**config.mk**
```make
export PLATFORM = sky130hd
export DESIGN_NAME = snake_body_tracker
export DESIGN_NICKNAME = d
export VERILOG_FILES = /design/src/rtl/snake_pkg.sv /design/src/rtl/snake_next_head.sv /design/src/rtl/snake_body_tracker.sv
export SDC_FILE = /design/constraint.sdc
export NUM_CORES = 1
export LEC_CHECK = 0
export BUFFER_PORTS_ARGS = -buffer_cell sky130_fd_sc_hd__buf_4
export CORE_MARGIN = 5
export CORE_UTILIZATION = 55
export CTS_CLUSTER_DIAMETER = 30
export DETAILED_ROUTE_END_ITERATION = 10
export PLACE_DENSITY = 0.8
export REMOVE_ABC_BUFFERS = 1
export SYNTH_ARGS = -nofsm -noshare
export SYNTH_HDL_FRONTEND = slang
export SYNTH_HIERARCHICAL = 1
export SYNTH_SLANG_ARGS = --single-unit
```
**constraint.sdc**
```tcl
create_clock -name clk -period 4.5 [get_ports clk]
set_input_delay 0.225 -clock clk [delete_from_list [all_inputs] [get_ports clk]]
set_output_delay 0.225 -clock clk [all_outputs]
set_load 0.02 [all_outputs]
```
**src/rtl/snake_pkg.sv**
```systemverilog
// Shared definitions for the snake game blocks: direction codes and default
// grid dimensions. Used by the controller and the body tracker.
package snake_pkg;

  localparam logic [2:0] DIR_IDLE  = 3'b000;
  localparam logic [2:0] DIR_UP    = 3'b001;
  localparam logic [2:0] DIR_DOWN  = 3'b010;
  localparam logic [2:0] DIR_LEFT  = 3'b011;
  localparam logic [2:0] DIR_RIGHT = 3'b100;

  localparam int GRID_W_DEF  = 16;
  localparam int GRID_H_DEF  = 12;
  localparam int MAX_LEN_DEF = 16;

  // Codes 101-111 are treated the same as idle.
  function automatic logic dir_valid(input logic [2:0] d);
    return (d >= DIR_UP) && (d <= DIR_RIGHT);
  endfunction

endpackage

```
**src/rtl/snake_next_head.sv**
```systemverilog
// Next head coordinate for one move, plus an off-grid flag.
// Build option: SNAKE_WRAP_EN defined -> edges wrap around and wall is never
// raised; undefined -> a move leaving the grid raises wall and nxt = head.
module snake_next_head
  import snake_pkg::*;
#(
  parameter int GRID_W = GRID_W_DEF,
  parameter int GRID_H = GRID_H_DEF,
  parameter int X_W    = 4,
  parameter int Y_W    = 4
) (
  input  logic [X_W-1:0] head_x,
  input  logic [Y_W-1:0] head_y,
  input  logic [2:0]     direction,
  output logic [X_W-1:0] nxt_x,
  output logic [Y_W-1:0] nxt_y,
  output logic           wall,
  output logic           dir_ok
);

  // Decode direction and step the head one cell on the selected axis.
  always_comb begin
    nxt_x  = head_x;
    nxt_y  = head_y;
    wall   = 1'b0;
    dir_ok = dir_valid(direction);
    case (direction)
      DIR_UP: begin
        if (head_y == '0) begin
`ifdef SNAKE_WRAP_EN
          nxt_y = Y_W'(GRID_H - 1);
`else
          wall = 1'b1;
`endif
        end else begin
          nxt_y = head_y - Y_W'(1);
        end
      end
      DIR_DOWN: begin
        if (head_y == Y_W'(GRID_H - 1)) begin
`ifdef SNAKE_WRAP_EN
          nxt_y = '0;
`else
          wall = 1'b1;
`endif
        end else begin
          nxt_y = head_y + Y_W'(1);
        end
      end
      DIR_LEFT: begin
        if (head_x == '0) begin
`ifdef SNAKE_WRAP_EN
          nxt_x = X_W'(GRID_W - 1);
`else
          wall = 1'b1;
`endif
        end else begin
          nxt_x = head_x - X_W'(1);
        end
      end
      DIR_RIGHT: begin
        if (head_x == X_W'(GRID_W - 1)) begin
`ifdef SNAKE_WRAP_EN
          nxt_x = '0;
`else
          wall = 1'b1;
`endif
        end else begin
          nxt_x = head_x + X_W'(1);
        end
      end
      default: ;
    endcase
  end

endmodule

```
**src/rtl/snake_body_tracker.sv**
```systemverilog
// Snake body tracker: moves the head on each game tick, shifts the segment
// buffer, handles growth, detects wall/self collisions and answers the
// renderer's registered occupancy query.
// Build option: SNAKE_WRAP_EN (edge wrapping, handled in snake_next_head).
//
//  state    | meaning
//  ---------+------------------------------------------------------------
//  ST_IDLE  | freshly initialised, waiting for the first valid move
//  ST_RUN   | moving on ticks with a valid direction
//  ST_DEAD  | collision seen; everything frozen until restart
module snake_body_tracker
  import snake_pkg::*;
#(
  parameter int GRID_W  = GRID_W_DEF,
  parameter int GRID_H  = GRID_H_DEF,
  parameter int MAX_LEN = MAX_LEN_DEF,
  parameter int X_W     = 4,
  parameter int Y_W     = 4,
  localparam int L_W    = $clog2(MAX_LEN + 1)
) (
  input  logic           clk,
  input  logic           rst_n,
  input  logic           tick,
  input  logic [2:0]     direction,
  input  logic           grow,
  input  logic           restart,
  output logic [X_W-1:0] head_x,
  output logic [Y_W-1:0] head_y,
  output logic [L_W-1:0] length,
  output logic           collision,
  input  logic [X_W-1:0] qry_x,
  input  logic [Y_W-1:0] qry_y,
  output logic           qry_hit
);

  localparam logic [1:0] ST_IDLE = 2'd0;
  localparam logic [1:0] ST_RUN  = 2'd1;
  localparam logic [1:0] ST_DEAD = 2'd2;

  localparam logic [X_W-1:0] START_X = X_W'(GRID_W / 2);
  localparam logic [Y_W-1:0] START_Y = Y_W'(GRID_H / 2);

  logic [1:0]     state;
  logic [X_W-1:0] seg_x [MAX_LEN];
  logic [Y_W-1:0] seg_y [MAX_LEN];
  logic           grow_pend;

  logic [X_W-1:0] nxt_x;
  logic [Y_W-1:0] nxt_y;
  logic           wall;
  logic           dir_ok;
  logic           move_req;
  logic           grow_eff;
  logic           grow_ok;
  logic [L_W-1:0] cmp_len;
  logic           self_hit;
  logic           qry_match;

  snake_next_head #(
    .GRID_W (GRID_W),
    .GRID_H (GRID_H),
    .X_W    (X_W),
    .Y_W    (Y_W)
  ) u_next_head (
    .head_x    (seg_x[0]),
    .head_y    (seg_y[0]),
    .direction (direction),
    .nxt_x     (nxt_x),
    .nxt_y     (nxt_y),
    .wall      (wall),
    .dir_ok    (dir_ok)
  );

  assign head_x    = seg_x[0];
  assign head_y    = seg_y[0];
  assign collision = (state == ST_DEAD);

  // Move qualification and growth; a grow at full length is dropped, so the
  // tail vacates as for a plain move.
  always_comb begin
    move_req = tick && dir_ok && (state != ST_DEAD);
    grow_eff = grow || grow_pend;
    grow_ok  = grow_eff && (length < L_W'(MAX_LEN));
    cmp_len  = grow_ok ? length : (length - L_W'(1));
  end

  // Self-hit: the tail cell only counts when it stays put (growing move).
  always_comb begin
    self_hit = 1'b0;
    for (int i = 0; i < MAX_LEN; i++) begin
      if ((L_W'(i) < cmp_len) && (seg_x[i] == nxt_x) && (seg_y[i] == nxt_y))
        self_hit = 1'b1;
    end
  end

  // Renderer query against the live segments of the current cycle.
  always_comb begin
    qry_match = 1'b0;
    for (int i = 0; i < MAX_LEN; i++) begin
      if ((L_W'(i) < length) && (seg_x[i] == qry_x) && (seg_y[i] == qry_y))
        qry_match = 1'b1;
    end
  end

  // FSM, segment shift buffer, length and pending-grow bookkeeping.
  always_ff @(posedge clk or negedge rst_n) begin
    if (!rst_n) begin
      state     <= ST_IDLE;
      length    <= L_W'(1);
      grow_pend <= 1'b0;
      qry_hit   <= 1'b0;
      for (int i = 0; i < MAX_LEN; i++) begin
        seg_x[i] <= '0;
        seg_y[i] <= '0;
      end
      seg_x[0] <= START_X;
      seg_y[0] <= START_Y;
    end else begin
      qry_hit <= qry_match;
      if (state == ST_DEAD) begin
        if (restart) begin
          state     <= ST_IDLE;
          length    <= L_W'(1);
          grow_pend <= 1'b0;
          seg_x[0]  <= START_X;
          seg_y[0]  <= START_Y;
        end else if (grow) begin
          grow_pend <= 1'b1;
        end
      end else if (move_req) begin
        if (wall || self_hit) begin
          state     <= ST_DEAD;
          grow_pend <= grow_eff;
        end else begin
          state <= ST_RUN;
          for (int i = 1; i < MAX_LEN; i++) begin
            seg_x[i] <= seg_x[i-1];
            seg_y[i] <= seg_y[i-1];
          end
          seg_x[0]  <= nxt_x;
          seg_y[0]  <= nxt_y;
          grow_pend <= 1'b0;
          if (grow_ok)
            length <= length + L_W'(1);
        end
      end else begin
        grow_pend <= grow_eff;
      end
    end
  end

endmodule

```
---- Word-level counts from Yosys, hierarchy flattened ----
Cells that the tools add are included.
operators by class
  $add $sub $neg .......................... 6
  magnitude comparators ................... 35
  equality and inequality tests ........... 75
  muxes and demuxes ....................... 66
  bitwise operators ....................... 2
  reductions and logical operators ........ 78
operators by type and width
  kind                                                 count
  equality test 4 bit                                  64
  2-to-1 mux 64 bit                                    4
  < comparator 4 x 5 -> 1 bit, first input constant    16
  logical AND 1 bit                                    68
  2-to-1 mux 1 bit                                     41
  < comparator 3 x 5 -> 1 bit, first input constant    8
  2-to-1 mux 4 bit                                     8
  2-to-1 mux 5 bit                                     6
  < comparator 1 x 5 -> 1 bit, first input constant    4
  < comparator 2 x 5 -> 1 bit, first input constant    4
  one-hot mux 4 bit (2 select lines)                   2
  adder 4 x 1 -> 4 bit, second input constant          2
  equality test 4 bit, second input constant           2
  zero test 4 bit                                      2
  2-to-1 mux 2 bit                                     4
  subtractor 4 x 1 -> 4 bit, second input constant     2
  equality test 3 x 2 -> 1 bit, second input constant  2
  != test 2 bit, second input constant                 3
  AND reduction 3 bit                                  2
  adder 5 x 1 -> 5 bit, second input constant          1
  < comparator 5 bit, second input constant            1
  subtractor 5 x 1 -> 5 bit, second input constant     1
  one-hot mux 1 bit (4 select lines)                   1
  AND reduction 4 bit                                  1
  10 further kinds                                     13
storage, ports and cells
  bits in registers ....................... 137
  bits of input ports ..................... 16
  output and inout bits ................... 15

---- Depth between registers and ports, before layout ----
  depth in word-level cells ............... 26
  depth in mapped cells ................... 18
  mapped depth without buffers ............ 14

---- By module ----
The synthesis kept the hierarchy.
modules (own cells, without submodules)
  module              times used  cells each  area each (sq um)  sequential area each (sq um)
  snake_body_tracker  1           805         9,198.8            3,433.3
  snake_next_head     1           65          457.9              0.0

---- Worst setup path after synthesis ----
No wires, ideal clock.
  path kind ............................... reg-to-reg
  start point ............................. register seg_y (netlist bit head_y[1])
  end point ............................... register seg_x[10] (netlist bit)
  setup time .............................. 125 ps
  data arrival time ....................... 3,550 ps
  path slack .............................. 825 ps
  stages on the path, launching flop included .. 19
  period minus slack after synthesis ...... 3,675 ps
  path through ............................ dfstp_2 inv_1 ha_1 nor3b_1 a22oi_1 nand2_1 xnor2_1 buf_2 buf_2 xor2_1 nor4_1 nand2_1 a21oi_1 nor4_1 o2111ai_1 or2_1 buf_6 buf_6 mux2_4
between the ends
  word-level cells in the longest chain between the ends .. 24
  elaborated cells between the ends (all ways) .. 61
RTL lines
  what                                                    RTL line                                      text
  start, declared                                         snake_body_tracker.sv:45                      logic [Y_W-1:0] seg_y [MAX_LEN];
  start signal, assigned by index                         snake_body_tracker.sv:138                     seg_y[i] <= seg_y[i-1];
  equality test 4 bit or zero test 4 bit (tied branches)  snake_next_head.sv:40, snake_next_head.sv:29
  2-to-1 mux 4 bit (on tied branches)                     snake_next_head.sv:40, snake_next_head.sv:29
  one-hot mux 4 bit (2 select lines) (*)                  snake_next_head.sv:27                         case (direction)
  net nxt_y[0]                                            snake_body_tracker.sv:49                      logic [Y_W-1:0] nxt_y;
  equality test 4 bit                                     snake_body_tracker.sv:91                      if ((L_W'(i) < cmp_len) && (seg_x[i] == nxt_x) && (seg_y[i] == nxt_y))
  logical AND 1 bit                                       snake_body_tracker.sv:91
  2-to-1 mux 1 bit (15 in series)                         snake_body_tracker.sv:91
  2-to-1 mux 1 bit (*)                                    snake_body_tracker.sv:91
  logical OR 1 bit (*)                                    snake_body_tracker.sv:131                     if (wall || self_hit) begin
  NOT 1 bit (no line) (*)                                 -
  AND reduction 3 bit (no line) (*)                       -
  end signal, assigned by index                           snake_body_tracker.sv:137                     seg_x[i] <= seg_x[i-1];
  end, declared                                           snake_body_tracker.sv:44                      logic [X_W-1:0] seg_x [MAX_LEN];
The timed path passes the listed nets; every way through them passes the cells marked *.
A chain may end at the register's enable or synchronous reset.

---- Final worst setup path ----
  start point ............................. register seg_y (netlist bit head_y[1])
  end point ............................... register seg_y[56] (netlist bit)
between the ends
  word-level cells in the longest chain between the ends .. 24
  elaborated cells between the ends (all ways) .. 61
RTL lines
  what                                          RTL line                                      text
  adder 4 x 1 -> 4 bit (tied with other cells)  snake_next_head.sv:47                         nxt_y = head_y + Y_W'(1);
  2-to-1 mux 4 bit (on tied branches)           snake_next_head.sv:40, snake_next_head.sv:29
  one-hot mux 4 bit (2 select lines) (*)        snake_next_head.sv:27
  net nxt_y[1]                                  snake_body_tracker.sv:49
  equality test 4 bit                           snake_body_tracker.sv:91
  logical AND 1 bit                             snake_body_tracker.sv:91
  2-to-1 mux 1 bit (15 in series)               snake_body_tracker.sv:91
  2-to-1 mux 1 bit (*)                          snake_body_tracker.sv:91
  logical OR 1 bit (*)                          snake_body_tracker.sv:131
  NOT 1 bit (no line) (*)                       -
  AND reduction 3 bit (no line) (*)             -
Marked as above.

==> metrics.cfg <==
[outcome]
status = finished clean

[global_routing]
grt_pass1_wl_um = 39540
antenna_found_initial = 0
grt_remaining_overflow = 0
first_global_vias = 6905
grt_max_degree = 97
grt.total_usage_pct = 25.10

[yosys]
synth_flop_cell = dfrtp_1
ys_warn_count = 6
synth_area_sq_um = 9657
synth-seq-area-share_pct = 35.55
async_flop_share_pct = 100.0
synth.avg_cell_area_sq_um = 11.10
synth_edf_count = 0
ys_ff_latch = 137
syn_inst = 870
yosysUniqueCellTypes = 70

[timing]
finClkSkew_ns = 0.008798
rsz0062_at_grt = no
drv_slew = 0
finalHoldViolCount = 0
finalSetupViolCount = 0
max_freq_mhz = 233.6
fin_crit_ns = 4.281
period_share_pct = 95.14
slew_headroom_pct = 28.49
tightest_slew_ns = 1.067
fin_hold_ws_ns = 0.05694

[hold_path]
whs_path_depth = 3
min-delay-start = grow
min_path_type = in -> reg
hold_path_end = grow_pend

[floorplanning]
initial_core_util_pct = 56.02
die_h_um = 142.5
die_area_sq_um = 20310
coreArea_sq_um = 17240
fp.dieW_um = 142.5
ios = 31
std_cell_rows = 48

[route]
dr.pass1.iters = 5
drc_errors = 0
drt_iter0_drc = 664
routed_wl_um = 25010
drtAntennaViolNets = 0
vias = 6869
vias_per_cell = 6.144
wl_per_cell_um = 22.37

[setup_path]
cp-end-kind = flop
r2r_end = seg_y[56]
rr_worst_depth = 16
reg2reg_from = head_y[1]
cp.required_ns = 4.82
cp-start-kind = flop
arrival_ns = 4.60
rrSetupSlack_ns = 0.22
path_class = reg -> reg
crit_path_max_fanout = 39

[power_and_ir_drop]
leakage_uw = 0.004978
powerDensity_nw_per_um2 = 740.9
total_power_uw = 7897
worst_ir_drop_vdd_uv = 461.4

[cells_and_area]
utilization_pct = 61.84
layout_commonest_cell = xor2_1
area_delta_synth_final_pct = 10.38
fin_nets = 904
layout_common_cells = xor2_1 (140), dfrtp_1 (133), xnor2_1 (118), mux2_4 (100), buf_4 (50)
antenna_cells = 0
fin_area_sq_um = 10660
layout-drive-gt1-share_pct = 25.98

[clock_tree]
clock_path_buffers = 2
insertion_delay_ns = 0.44
clk_pin_slew_ns = 0.06
htreeDepth = 4
cts_buffers = 17
cts_root_buffer = clkbuf_16
cts.sinks = 137
cts_tree = done

[place]
placed_cell_area_sq_um = 10040
dp_hpwl_um = 16850
place.gp.congestion = 0.9688
port_buffers = 30

[run]
maxCapViolations = 0

[synth_stat cells (5+ instances only)]
library cell,number,area (sq um)
nand2b_1,5,31.28
ha_1,7,87.58
a21oi_1,18,90.09
mux2_4,100,1501
nor2_1,20,75.07
o21ai_1,5,25.02
xnor2_1,120,1051
buf_4,10,75.07
buf_6,15,168.9
clkbuf_1,19,71.32
o211ai_1,5,37.54
buf_2,19,95.09
dfrtp_1,133,3328
mux2i_1,7,70.07
nor4_1,37,231.5
o21ai_0,6,30.03
mux2_2,20,225.2
inv_1,15,56.30
nor3_1,12,60.06
xor2_1,140,1226
nand4_1,29,181.4
nand2_1,31,116.4
nand3_1,14,70.07
[final cells by class]
type / count / area, sq um
clock buffers: 19 / 452.9
repair buffers: 58 / 508.0
inverters: 15 / 56.30
well taps: 225 / 281.5
multi-input cells: 652 / 5778
flip-flops and latches: 137 / 3433
clock inverters: 12 / 148.9
fillers: 1316 / 6578
[per-layer routing]
layer  part of all wire [%]  vias up  track usage, %
li1                       -     3045               -
met1                     43     3470           33.78
met2                     48      291           39.69
met3                    6.2       63           5.544
met4                    3.0        0           9.655
met5                      0        -               0
[worst max-delay path by stage]
stage	cells past startpoint	from	slack, ns	to
2_1_floorplan	14	head_y[1]	-4.50	seg_x[0]
3_3_place_gp	16	head_y[1]	0.40	seg_y[46]
3_5_place_dp	16	head_y[1]	0.31	seg_y[57]
4_1_cts	16	head_y[1]	0.29	seg_y[53]
5_1_grt	16	head_y[1]	0.01	seg_y[53]
6_report	16	head_y[1]	0.22	seg_y[56]
[report_power, final]
part / switching (uW) / internal (uW)
Sequential: 780 / 1680
Combinational: 1960 / 2040
Clock: 536 / 894
Total: 3280 / 4620
[state kept, by name, indices dropped and copies added (netlist names)]
register,count
grow_pend,1
head_x,4
head_y,4
length,5
qry_hit,1
seg_x,60
seg_y,60
state,2
[worst max-delay path: stages, from the launching register on]
cell	delay (ns)
dfstp_2	0.68
inv_1	0.09
ha_1	0.22
nor3b_1	0.16
nor2_1	0.20
o22ai_1	0.12
o21ai_2	0.12
buf_4	0.36
xor2_1	0.12
nor4_1	0.27
nand2_1	0.19
nor4_1	0.29
a2111oi_2	0.08
o2111ai_1	0.31
or2_4	0.26
buf_12	0.27
mux2_2	0.37
[cells by family after synthesis]
kind of cell	share of synthesized area [%]
compound gates	5.766
mux	18.87
fa+ha+maj	0.9069
flops	35.55
buf+inv	4.949
simple gates	10.38
xor+xnor	23.58
[stage by stage]
| stage | TNS [ns] | setup WS (ns) | std cells |
|---|---|---|---|
| floorplan | -571.01 | -4.500 | 804 |
| global placement | 0 | 0.3965 | 1086 |
| detailed placement | 0 | 0.3077 | 1086 |
| CTS | 0 | 0.2942 | 1118 |
| global route | 0 | 0.01233 | 1118 |
| finish | 0 | 0.2186 | 1118 |
[repair_timing]
item | CTS | global route
endpoints found under the hold margin | 91 | 0
setup buffers | 0 | 0
hold buffers | 1 | 0
setup endpoints to repair | 0 | 53
resized for setup | 0 | 1
No activity file was read; power rests on OpenSTA's default activity.
